### config.mk
export PLATFORM = sky130hd
export DESIGN_NAME = cache_ctrl_assoc
export DESIGN_NICKNAME = d
export VERILOG_FILES = /design/src/rtl/cache_ctrl_assoc.sv
export SDC_FILE = /design/constraint.sdc
export NUM_CORES = 1
export LEC_CHECK = 0
export BUFFER_PORTS_ARGS = -buffer_cell sky130_fd_sc_hd__buf_4
export CORE_MARGIN = 2
export CORE_UTILIZATION = 46
export DETAILED_ROUTE_END_ITERATION = 16
export GPL_TIMING_DRIVEN = 1
export MAX_ROUTING_LAYER = met4
export PLACE_DENSITY = 0.76
export SYNTH_ARGS = -nofsm -noshare
export SYNTH_HDL_FRONTEND = slang
export SYNTH_SLANG_ARGS = --single-unit
### constraint.sdc
create_clock -name clk -period 2.13 [get_ports clk]
set_input_delay 0.213 -clock clk [delete_from_list [all_inputs] [get_ports clk]]
set_output_delay 0.213 -clock clk [all_outputs]
set_load 0.005 [all_outputs]
### src/rtl/cache_ctrl_assoc.sv
// N-way set-associative cache controller: hit/miss steering, victim writeback,
// pipelined line fill with decoupled read returns, optional write-no-allocate.
module cache_ctrl_assoc #(
    parameter int WORDS_PER_LINE = 4,
    parameter int NUM_WAYS       = 2,
    parameter int WRITE_ALLOCATE = 1,
    localparam int CW = (WORDS_PER_LINE > 1) ? $clog2(WORDS_PER_LINE) : 1,
    localparam int WW = (NUM_WAYS > 1) ? $clog2(NUM_WAYS) : 1
) (
    input  logic                clk,
    input  logic                rst,
    input  logic                rd,
    input  logic                wr,
    input  logic [CW-1:0]       cpu_word,
    input  logic [NUM_WAYS-1:0] hit_way,
    input  logic [NUM_WAYS-1:0] valid_way,
    input  logic [NUM_WAYS-1:0] dirty_way,
    input  logic [WW-1:0]       lru_way,
    input  logic                mem_stall,
    input  logic                mem_rvalid,
    output logic                stall,
    output logic                cache_hit,
    output logic                done,
    output logic                comp,
    output logic                cache_wr,
    output logic                valid_in,
    output logic                dirty_in,
    output logic                data_src,
    output logic [WW-1:0]       way_sel,
    output logic [CW-1:0]       word_sel,
    output logic                lru_upd,
    output logic                mem_rd,
    output logic                mem_wr,
    output logic [CW-1:0]       mem_word,
    output logic                err
);

    typedef enum logic [2:0] {
        S_IDLE, S_WB, S_RQ, S_RW, S_CW, S_DN, S_WNA
    } state_t;

    localparam logic [CW-1:0] LAST = CW'(WORDS_PER_LINE - 1);

    state_t              state, state_nx;
    logic   [WW-1:0]     victim, vic_nx, hit_idx;
    logic                lat_wr;
    logic   [CW-1:0]     wb_cnt, iss_cnt, fil_cnt;
    logic   [NUM_WAYS-1:0] hit_vec;

    always_ff @(posedge clk or negedge rst) begin
        if (!rst) begin
            state   <= S_IDLE;
            victim  <= '0;
            lat_wr  <= 1'b0;
            wb_cnt  <= '0;
            iss_cnt <= '0;
            fil_cnt <= '0;
        end else begin
            state <= state_nx;
            case (state)
                S_IDLE: begin
                    wb_cnt  <= '0;
                    iss_cnt <= '0;
                    fil_cnt <= '0;
                    if (state_nx != S_IDLE) begin
                        victim <= vic_nx;
                        lat_wr <= wr;
                    end
                end
                S_WB: if (!mem_stall) wb_cnt <= wb_cnt + 1'b1;
                S_RQ, S_RW: begin
                    if (state == S_RQ && !mem_stall) iss_cnt <= iss_cnt + 1'b1;
                    if (mem_rvalid) fil_cnt <= fil_cnt + 1'b1;
                end
                default: ;
            endcase
        end
    end

    always_comb begin
        state_nx  = state;
        stall     = 1'b0;
        cache_hit = 1'b0;
        done      = 1'b0;
        comp      = 1'b0;
        cache_wr  = 1'b0;
        valid_in  = 1'b0;
        dirty_in  = 1'b0;
        data_src  = 1'b0;
        way_sel   = '0;
        word_sel  = '0;
        lru_upd   = 1'b0;
        mem_rd    = 1'b0;
        mem_wr    = 1'b0;
        mem_word  = '0;
        err       = 1'b0;
        hit_vec   = hit_way & valid_way;
        hit_idx   = '0;
        vic_nx    = lru_way;
        // descending scan so the lowest index wins
        for (int i = NUM_WAYS - 1; i >= 0; i--) begin
            if (hit_vec[i]) hit_idx = WW'(i);
            if (!valid_way[i]) vic_nx = WW'(i);
        end
        case (state)
            S_IDLE: begin
                word_sel = cpu_word;
                if (rd && wr) begin
                    err = 1'b1;
                end else if (rd || wr) begin
                    comp = 1'b1;
                    if (|hit_vec) begin
                        cache_hit = 1'b1;
                        done      = 1'b1;
                        lru_upd   = 1'b1;
                        way_sel   = hit_idx;
                        if (wr) begin
                            cache_wr = 1'b1;
                            dirty_in = 1'b1;
                            valid_in = 1'b1;
                        end
                    end else begin
                        stall = 1'b1;
                        if (wr && WRITE_ALLOCATE == 0)
                            state_nx = S_WNA;
                        else if (valid_way[vic_nx] && dirty_way[vic_nx])
                            state_nx = S_WB;
                        else
                            state_nx = S_RQ;
                    end
                end
            end
            S_WB: begin
                stall    = 1'b1;
                mem_wr   = 1'b1;
                way_sel  = victim;
                word_sel = wb_cnt;
                mem_word = wb_cnt;
                if (!mem_stall && wb_cnt == LAST) state_nx = S_RQ;
            end
            S_RQ, S_RW: begin
                stall = 1'b1;
                if (state == S_RQ) begin
                    mem_rd   = 1'b1;
                    mem_word = iss_cnt;
                    if (!mem_stall && iss_cnt == LAST) state_nx = S_RW;
                end
                if (mem_rvalid) begin
                    cache_wr = 1'b1;
                    data_src = 1'b1;
                    valid_in = 1'b1;
                    way_sel  = victim;
                    word_sel = fil_cnt;
                    if (fil_cnt == LAST) state_nx = lat_wr ? S_CW : S_DN;
                end
            end
            S_CW: begin
                stall    = 1'b1;
                cache_wr = 1'b1;
                valid_in = 1'b1;
                dirty_in = 1'b1;
                way_sel  = victim;
                word_sel = cpu_word;
                done     = 1'b1;
                lru_upd  = 1'b1;
                state_nx = S_IDLE;
            end
            S_DN: begin
                done     = 1'b1;
                lru_upd  = 1'b1;
                way_sel  = victim;
                state_nx = S_IDLE;
            end
            S_WNA: begin
                mem_wr   = 1'b1;
                mem_word = cpu_word;
                if (mem_stall) begin
                    stall = 1'b1;
                end else begin
                    done     = 1'b1;
                    state_nx = S_IDLE;
                end
            end
            default: state_nx = S_IDLE;
        endcase
    end

endmodule

Word level (Yosys, flattened, before mapping)

Index checks and enable logic that the tools add are counted.

Register bits: 11
Bits of input ports: 15
Output and inout port bits: 17
Word-level logic and storage cells: 108

$add $sub $neg: 3
$lt $le $gt $ge: 1
Equality and inequality tests: 12
Muxes and demuxes: 63
Bitwise gates (word level): 1
Reductions and logical operators: 22

Operators by type and width:

| kind                  | number |
|---|---|
| $mux W1               | 36 |
| $mux W3               | 9 |
| $mux W2               | 6 |
| $pmux W1 S3           | 4 |
| $pmux W2 S2           | 3 |
| $pmux W2 S3           | 2 |
| $pmux W3 S4           | 1 |
| $reduce_or A2 Y1      | 5 |
| $eq A3 B3 Y1 const B  | 3 |
| $reduce_and A2 Y1     | 4 |
| $add A2 B1 Y2 const B | 3 |
| $eq A2 B2 Y1 const B  | 3 |
| $eq A3 B2 Y1 const B  | 2 |
| $ne A2 B2 Y1 const B  | 3 |
| $logic_and A1 B1 Y1   | 5 |
| $pmux W1 S2           | 2 |
| $reduce_bool A2 Y1    | 2 |
| $reduce_or A4 Y1      | 1 |
| $eq A3 B1 Y1 const B  | 1 |
| $logic_not A3 Y1      | 1 |
| $reduce_bool A3 Y1    | 1 |
| $reduce_or A3 Y1      | 1 |
| $and A2 B2 Y2         | 1 |
| $lt A1 B2 Y1 const B  | 1 |
| 2 further kinds       | 2 |

Logic depth before layout (Yosys ltp)

Gate-level depths: netlist of run 1.

Depth in word-level cells: 12
Gate-level depth with buffers: 6

Worst setup path after synthesis of run 1

No wires, ideal clock.

Path kind: reg-to-output
Start point: register state[2]
End point: output valid_in
Arrival: 1.218 ns
Required time: 1.917 ns
Slack: 0.699 ns
Cell stages (with the launch flop): 5
Path buffers: 1
Cells stage by stage: dfrtp_1 nor3_4 nand3b_1 o21ai_0 buf_4

Longest elaborated chain between the ends: 3
Elaborated cells between the ends (all ways): 6
Those cells by class: eq/ne: 3; mux: 1; reduce/logical: 2

RTL lines:

| item                     | RTL line | RTL |
|---|---|---|
| start: declaration       | 44       | `state_t state, state_nx;` |
| start signal: assignment | 59       | `state <= state_nx;` |
| $eq A3 B2 Y1             | -        |  |
| $reduce_or A2 Y1         | -        |  |
| $pmux W1 S3 (*)          | -        |  |
| end: declaration         | 26       | `output logic valid_in,` |

Every way passes the cells marked *; elsewhere a longest branch is shown, timed or not.

Worst setup path after layout of run 1

Start point: register state[0]
End point: output cache_wr

Longest elaborated chain between the ends: 3
Elaborated cells between the ends (all ways): 6
Those cells by class: eq/ne: 3; mux: 1; reduce/logical: 2

RTL lines:

| item             | RTL line | RTL |
|---|---|---|
| $eq A3 B2 Y1     | 105      | `case (state)` |
| $reduce_or A2 Y1 | 105      |  |
| $pmux W1 S3 (*)  | 105      |  |
| end: declaration | 25       | `output logic cache_wr,` |

Marked as above.

==> results of run 1 <==
-- through the flow --
| step | worst slack (ps) | utilization (%) | cells | total power, mW |
|---|---|---|---|---|
| 2_1_floorplan | 699.1 | - | 119 | 0.9143 |
| 3_3_place_gp | 489.6 | 61.11 | 170 | 1.163 |
| 3_5_place_dp | 378.0 | 61.11 | 170 | 1.181 |
| 4_1_cts | 51.66 | 63.01 | 175 | 1.342 |
| 5_1_grt | 42.97 | 63.13 | 175 | 1.450 |
| 6_report | 169.1 | 63.13 | 175 | 1.332 |
-- layout by cell type, fill, tap and decap left out, types with 2 or more instances in the layout --
| master | instances |
|---|---|
| o2bb2ai_1 | 4 |
| inv_1 | 8 |
| nand2_1 | 10 |
| a22oi_1 | 5 |
| buf_4 | 32 |
| nand3b_1 | 2 |
| nand3_1 | 3 |
| ha_1 | 5 |
| dfrtp_1 | 9 |
| nor2_1 | 6 |
| dfrtp_2 | 2 |
| nand2b_1 | 3 |
| clkbuf_4 | 3 |
| a21oi_1 | 6 |
| and3_1 | 2 |
| mux2i_1 | 4 |
| o21ai_0 | 15 |
| nor2b_1 | 6 |
-- metal layers --
layer	routed length [µm]	share of wire (%)
met5	0	0
met2	1149	48
met3	135	5.6
met1	1104	46
met4	16	0.67
-- flip-flops by register name, summed over array words and instances, names as in the netlist --
register	count
wb_cnt	2
victim	1
fil_cnt	2
iss_cnt	2
state	3
lat_wr	1
-- worst max-delay path: stages, from the launching register on --
cell and delay (ps):
dfrtp_1 560, nor3_4 270, nand3b_1 180, o21ai_0 290, buf_4 170
-- synthesized netlist by cell type (2+ instances only) --
cell	number	area (µm²)
a21oi_1	6	30.03
a22oi_1	5	37.54
and3_1	2	12.51
buf_2	4	20.02
buf_4	3	22.52
dfrtp_1	11	275.3
ha_1	5	62.56
inv_1	8	30.03
mux2i_1	4	40.04
nand2_1	10	37.54
nand2b_1	3	18.77
nand3_1	3	15.01
nand3b_1	2	15.01
nor2_1	6	22.52
nor2b_1	6	37.54
o21ai_0	15	75.07
o2bb2ai_1	4	35.03
-- area by class of cell --
type	count	area share [%]
flip-flops and latches	11	22.20
inverters	8	2.400
clock buffers	3	1.800
repair buffers	33	20.00
well taps	27	2.700
clock inverters	1	0.4000
multi-input cells	92	50.50
-- power by group --
| group | switching, mW | total [mW] | internal [mW] | leakage (nW) |
|---|---|---|---|---|
| Combinational | 0.324 | 0.721 | 0.396 | 0.447 |
| Clock | 0.0813 | 0.151 | 0.0698 | 0.0177 |
| Sequential | 0.166 | 0.460 | 0.294 | 0.138 |
| Total | 0.572 | 1.33 | 0.760 | 0.602 |
-- worst max path at each step --
stage / from / end / cells past startpoint
after CTS: state[1] / cache_wr / 4
after global routing: state[0] / cache_wr / 4
after detailed placement: state[1] / cache_wr / 4
after global placement: state[1] / cache_wr / 4
after floorplan: state[2] / valid_in / 4
final: state[0] / cache_wr / 4
-- cells by family (layout without fill, tap and decap cells) --
kind of cell / count (synthesis) / count (layout) / synth area share, %
simple gates: 42 / 42 / 24.94
mux: 6 / 6 / 6.743
fa+ha+maj: 5 / 5 / 6.361
compound gates: 39 / 39 / 26.21
flops: 11 / 11 / 27.99
buf+inv: 16 / 45 / 7.760
-- timing repair --
action,in CTS,in global routing
resized for setup,0,2
hold endpoints to repair,11,0
hold buffers,1,0
setup buffers,0,0
setup endpoints to repair,0,3
==> metrics.txt, run 1 <==
status completed; final-report setup violation count 0; Yosys warning total 0; RSZ-0062 raised after global routing false; starting density of the core roughly half; hold path depth 2; max-slew violation count 0; Leak Pwr about 0.6 nW; setup TNS 0 ps; drt first pass iters 4; Clock transition at path regs 80 ps; CP required about 1900 ps; DRT antenna net count 0; synthesized cell area just under 1000 µm²; GR Util met1 28.17%; Post-DP HPWL between 1500 and 2000 µm; Multi-input gate area 631.9 µm²; Design Area, Final between 1000 and 1500 µm²; Crit. End Element primary output; Worst setup SP type register; GR Util All Layers between 20% and 30%; number of I/O port buffers 31; fillers about 180; critical path type register to primary output; final period utilization between 90 and 100%; Hold Crit Start wr; Hold WS approximately 180 ps; per-cell routed wire length about 14 µm; post-synthesis sequential area ratio approximately 28%; R2R setup slack just under 700 ps; maxcap violations 0; core box area a little under 2000 µm²; DR iter-0 viols 26; GRT met2 Usage between 30% and 40%; VDD IR max 0.6861 mV; cells on worst reg2reg path 3; grt peak-use layer met2; register cell area after layout around 280 µm²; CTS sink cnt 11; final hold viol count 0; WHS Endpoint lat_wr; skew final ~1.6 ps; drc violations 0; slew of the pin with the lowest slew margin just under 500 ps; Slew HR between 60% and 70%; first-pass GRT wire length 3995 µm; Primary FF master, synth dfrtp_1; total routed wirelength 2405 µm; Die Height 50.24 µm; EDFF count, synth 0; layout cell share with drive strength beyond 1 29.73%; clock latency at the later pin of the worst-skew pair roughly 280 ps; root buf cell clkbuf_4; CTS tree built; largest net degree at the start of global routing 22; PwrDens roughly 1100 nW/µm²; total gr overflow 0; Worst Path Arrival between 1500 and 2000 ps; num rows 16; Layout Area Growth over Synthesis 27.23%; Post-Synthesis Cells approximately 120; Period minus WS final between 1500 and 2000 ps; Layout Nets 169; number of global-route vias before repair between 800 and 900; Die W 50.24 µm; Reg-to-Reg End lat_wr; clk buf depth 2; die area between 2000 and 3000 µm²; vias per inst between 5 and 6; DR vias between 900 and 1000; Fmax approximately 0.51 GHz; # IOs 32; Syn Nets about 140; H-tree depth 1; Synth Register Bits 11; Worst Hold Class input pin to register; initial antenna violation count 0; GP Congestion roughly 0.84; number of antenna diodes 0; TritonCTS Buffers 3; average cell area after synthesis just over 8 µm²; met3 global-route usage under 10%; RR Startpoint state[0]; Cell Area, Placed roughly 1200 µm²; crit-path max FO 16; Unique masters post-synth 39; ys async rst share 100.0%
Power figures use the tool's default switching activity.
==> inputs of run 2 (changes only) <==
- BUFFER_PORTS_ARGS: -buffer_cell sky130_fd_sc_hd__buf_4 -> default
- CORE_UTILIZATION: 46 -> 45
- DONT_BUFFER_PORTS: default -> 1
- MAX_ROUTING_LAYER: met4 -> default
- PLACE_DENSITY: 0.76 -> 0.62
==> metrics.txt, run 2 (synthesis gave the netlist of run 1 again) <==
Die Height 50.75 µm (+1.0%); setup TNS 0 ps (unchanged); Leak Pwr 0.4463 nW (-26%); Worst path max stage delay 610 ps (+50 ps); Layout Nets 138 (-18%); # IOs 32 (unchanged); Fmax 0.5088 GHz (-0.24%); Core Util, Final 50.69% (-12 points); TritonCTS Buffers 3 (unchanged); root buf cell clkbuf_4; Int Pwr 616.6 µW (-19%); layout cell share with drive strength beyond 1 8.547% (-21 points); Sw Share 46.34% (+3.4 points); die area 2576 µm² (+2.1%); cell-by-cell trace of the critical path nor3_4, nand3b_1, o21ai_0; Multi-input gate area 631.9 µm² (unchanged); total gr overflow 0 (unchanged); clk buf depth 2 (unchanged); DR iter-0 viols 27 (+3.8%); DRT antenna net count 0 (unchanged); Slew HR 58.21% (-8.7 points); max-slew violation count 0 (unchanged); largest net degree at the start of global routing 22 (unchanged); number of global-route vias before repair 805 (-9.3%); initial antenna violation count 0 (unchanged); combinational share of power 47.5% (-6.6 points); per-cell routed wire length 15.76 µm (+15%); Clock transition at path regs 80 ps (about the same); CP max-delay cell dfrtp_1; CTS tree built; slew of the pin with the lowest slew margin 626.9 ps (+130.0 ps); CTS sink cnt 11 (unchanged); CP required 1920 ps (about the same); VDD IR max 0.6504 mV (-5.2%); Period minus WS final 1966 ps (+4.691 ps); register cell area after layout 275.3 µm² (-0.90%); Flop pwr share 39.6% (+5.0 points); starting density of the core 49.12% (-0.50 points); Worst Path Arrival 1750 ps (about the same); num rows 16 (unchanged); skew final 9.486 ps (+7.881 ps); RSZ-0062 raised after global routing false; setup bufs post-CTS 0 (unchanged); final-report setup violation count 0 (unchanged); commonest non-fill, non-tap cells in the layout 15 x o21ai_0, 11 x dfrtp_1, 10 x nand2_1; GP Congestion 0.8133 (-3.7%); crit-path max FO 21 (+5); clock power share 12.9% (+1.6 points); GR Util All Layers 18.70% (-2.5 points); number of I/O port buffers 0 (-100%); Crit. End Element primary output; total routed wirelength 2269 µm (-5.7%); critical path type register to primary output; most common cell after layout, fill and taps aside o21ai_0; clock latency at the later pin of the worst-skew pair 280 ps (about the same); hold path depth 1 (-1); PwrDens 1132 nW/µm² (+6.4%); fillers 197 (+7.1%); Die W 50.75 µm (+1.0%); Worst setup SP type register; vias per inst 5.826 (+4.9%); Place WS 458.8 ps (+80.77 ps); Hold Buf Count CTS 1 (unchanged); final hold viol count 0 (unchanged); fin worst setup slack 164.4 ps (-4.691 ps); Layout Area Growth over Synthesis 3.180%; NetSw 532.5 µW (-6.8%); first-pass GRT wire length 3663 µm (-8.3%); final total power 1.149 mW (-14%); cells on worst reg2reg path 3 (unchanged); Post-DP HPWL 1712 µm (-6.8%); drt first pass iters 4 (unchanged); core box area 2002 µm² (+1.0%); flip-flop count of the largest register after layout 3 (unchanged); DR vias 839 (-14%); maxcap violations 0 (unchanged); final period utilization 92.28% (+0.22 points); post_cts resized 0 (unchanged); status completed; Worst Hold Class input pin to register; H-tree depth 1 (unchanged); number of antenna diodes 0 (unchanged); Top reg by flops state; drc violations 0 (unchanged)
[run 2: cell types whose count changed in the layout (fill, tap and decap cells not counted), sizes merged]
cell    previous run  this run
buf               32         1
clkbuf             3         4
clkinv             1         0
[run 2: critical path: cells and delay by family (launching register included)]
family             cells  cell delay [ps]
AOI/OAI and AO/OA      1              360
DFF                    1              610
and+or+nand+nor        2              520
[run 2: stage by stage]
step / cell area (µm²) / cells / hold WS, ps
finish: 1015 / 144 / 78.15
global route: 1015 / 144 / 79.34
CTS: 1015 / 144 / 73.36
detailed placement: 978.4 / 139 / -82.34
global placement: 978.4 / 139 / -82.34
floorplan: 983.4 / 119 / -82.59
[run 2: path summary, 6_finish.rpt]
| path | from | endpoint | slack (ps) |
|---|---|---|---|
| worst max-delay path | state[1] | cache_wr | 160 |
| min in group asynchronous | rst | fil_cnt[0] | 350 |
| worst min-delay path | wr | lat_wr | 80 |
| worst min register to register | lat_wr | lat_wr | 540 |
| worst max register to register | state[1] | lat_wr | 600 |
| max in group asynchronous | rst | victim | 1410 |
[run 2: power groups by stage]
stage	clock, mW	combinational [mW]	sequential (mW)
global route	0.162	0.616	0.475
floorplan	0	0.542	0.372
finish	0.148	0.546	0.455
CTS	0.155	0.551	0.453
global placement	0	0.533	0.452
detailed placement	0	0.542	0.459
[run 2: routing by layer]
layer | up-vias | track usage [%] | wire (µm)
met1 | 382 | 23.94 | 1048
li1 | 424 | - | -
met5 | - | 0 | 0
met3 | 2 | 7.738 | 175
met2 | 31 | 29.39 | 1031
met4 | 0 | 4.054 | 13
[run 2: layout make-up]
type	instances	share of cell area, %
Multi-Input combinational cell	92	62.27
Clock buffer	4	2.589
Sequential cell	11	27.13
Timing Repair Buffer	2	1.726
Inverter	8	2.959
Tap cell	27	3.329
==> inputs of run 3 (changes only) <==
- CORE_UTILIZATION: 45 -> 66
- PLACE_DENSITY: 0.62 -> 0.84
==> metrics.txt, run 3 (synthesis gave the netlist of run 1 again) <==
DRT antenna net count 0 (unchanged); clk buf depth 2 (unchanged); root buf cell clkbuf_4; Fmax 0.5103 GHz (+0.31%); DR iter-0 viols 28 (+3.7%); number of global-route vias before repair 825 (+2.5%); Leak Pwr 0.4463 nW (unchanged); flip-flop count of the largest register after layout 3 (unchanged); CTS tree built; max-slew violation count 0 (unchanged); H-tree depth 1 (unchanged); initial antenna violation count 0 (unchanged); clock latency at the later pin of the worst-skew pair 270 ps (about the same); Post-DP HPWL 1733 µm (+1.2%); crit-path max FO 21 (unchanged); RSZ-0062 raised after global routing false; starting density of the core 72.85% (+24 points); slew of the pin with the lowest slew margin 614.0 ps (-12.90 ps); PwrDens 1166 nW/µm² (+3.0%); per-cell routed wire length 17.89 µm (+14%); Layout Area Growth over Synthesis 1.654%; final total power 1.166 mW (+1.4%); final hold viol count 0 (unchanged); status completed; first-pass GRT wire length 3850 µm (+5.1%); maxcap violations 0 (unchanged); critical path type register to primary output; num rows 13 (-3); GR Util All Layers 28.01% (+9.3 points); setup TNS 0 ps (unchanged); layout cell share with drive strength beyond 1 8.547% (unchanged); Crit. End Element primary output; TritonCTS Buffers 3 (unchanged); skew final 2.113 ps (-7.373 ps); Die Height 42.60 µm (-16%); VDD IR max 0.6341 mV (-2.5%); Worst setup SP type register; drt first pass iters 4 (unchanged); vias per inst 6.553 (+12%); # IOs 32 (unchanged); most common cell after layout, fill and taps aside o21ai_0; commonest non-fill, non-tap cells in the layout 15 x o21ai_0, 11 x dfrtp_1, 10 x nand2_1; GP Congestion 0.8489 (+4.4%); number of antenna diodes 0 (unchanged); Period minus WS final 1960 ps (-6.049 ps); Top reg by flops state; Design Area, Final 999.7 µm² (-1.5%); final-report setup violation count 0 (unchanged); Slew HR 59.07% (+0.86 points); CP required 1920 ps (about the same); drc violations 0 (unchanged); Clock transition at path regs 80 ps (about the same); Inst Count DP 127 (-8.6%); post_cts resized 0 (unchanged); Hold Buf Count CTS 1 (unchanged); largest net degree at the start of global routing 22 (unchanged); total gr overflow 0 (unchanged); setup bufs post-CTS 0 (unchanged); Worst Path Arrival 1750 ps (about the same); Die W 42.60 µm (-16%); Cell Area, Placed 963.4 µm² (-1.5%); final period utilization 92.00% (-0.28 points); total routed wirelength 2362 µm (+4.1%); core box area 1350 µm² (-33%); Worst Hold Class input pin to register; CTS sink cnt 11 (unchanged); number of I/O port buffers 0 (unchanged); Final Non-Filler Cells 132 (-8.3%); Layout Nets 138 (unchanged); die area 1815 µm² (-30%); DR vias 865 (+3.1%)
-- run 3: cell counts in the layout (fill, tap and decap cells not counted) --
No cell type changed its count.
-- run 3: cell type report --
class | count | area, µm²
timing repair buffer | 2 | 17.52
inverter | 8 | 30.03
fill | 104 | 350.3
tap | 15 | 18.77
multi-input combinational | 92 | 631.9
clock buffer | 4 | 26.28
sequential | 11 | 275.3
-- run 3: worst paths after layout --
kind / start / end / slack [ps] / cells after the start
setup / recovery: state[1] / cache_wr / 170 / 3
hold / removal: wr / lat_wr / 90 / 1
setup reg to reg: state[1] / lat_wr / 600 / 3
hold reg to reg: lat_wr / lat_wr / 530 / 1
max in group asynchronous: rst / lat_wr / 1430 / 1
min in group asynchronous: rst / fil_cnt[0] / 350 / 1
-- run 3: power breakdown --
part	total, mW	internal [mW]	leakage, nW	switching (mW)
Clock	0.153	0.0725	0.0150	0.0801
Combinational	0.555	0.252	0.291	0.302
Sequential	0.458	0.291	0.140	0.167
Total	1.17	0.616	0.446	0.549
-- run 3: layer usage --
| layer | track usage (%) | vias up | share of wire, % |
|---|---|---|---|
| met5 | 0 | - | 0 |
| met4 | 8.750 | 0 | 0.47 |
| met3 | 5.603 | 2 | 8.7 |
| met2 | 43.69 | 42 | 49 |
| met1 | 38.77 | 395 | 42 |
| li1 | - | 426 | - |
-- run 3: critical path: stages (launching register included) --
cell and delay (ps):
dfrtp_1 610, nor3_4 330, nand3b_1 180, o21ai_0 350
-- run 3: metrics by stage --
stage          util (%)  hold slack [ps]  worst slack (ps)
2_1_floorplan         -           -82.59             699.1
3_3_place_gp      71.36           -82.35             531.1
3_5_place_dp      71.36           -82.34             468.1
4_1_cts           74.05            84.68             177.5
5_1_grt           74.05            82.24             1.553
6_report          74.05            86.39             170.5
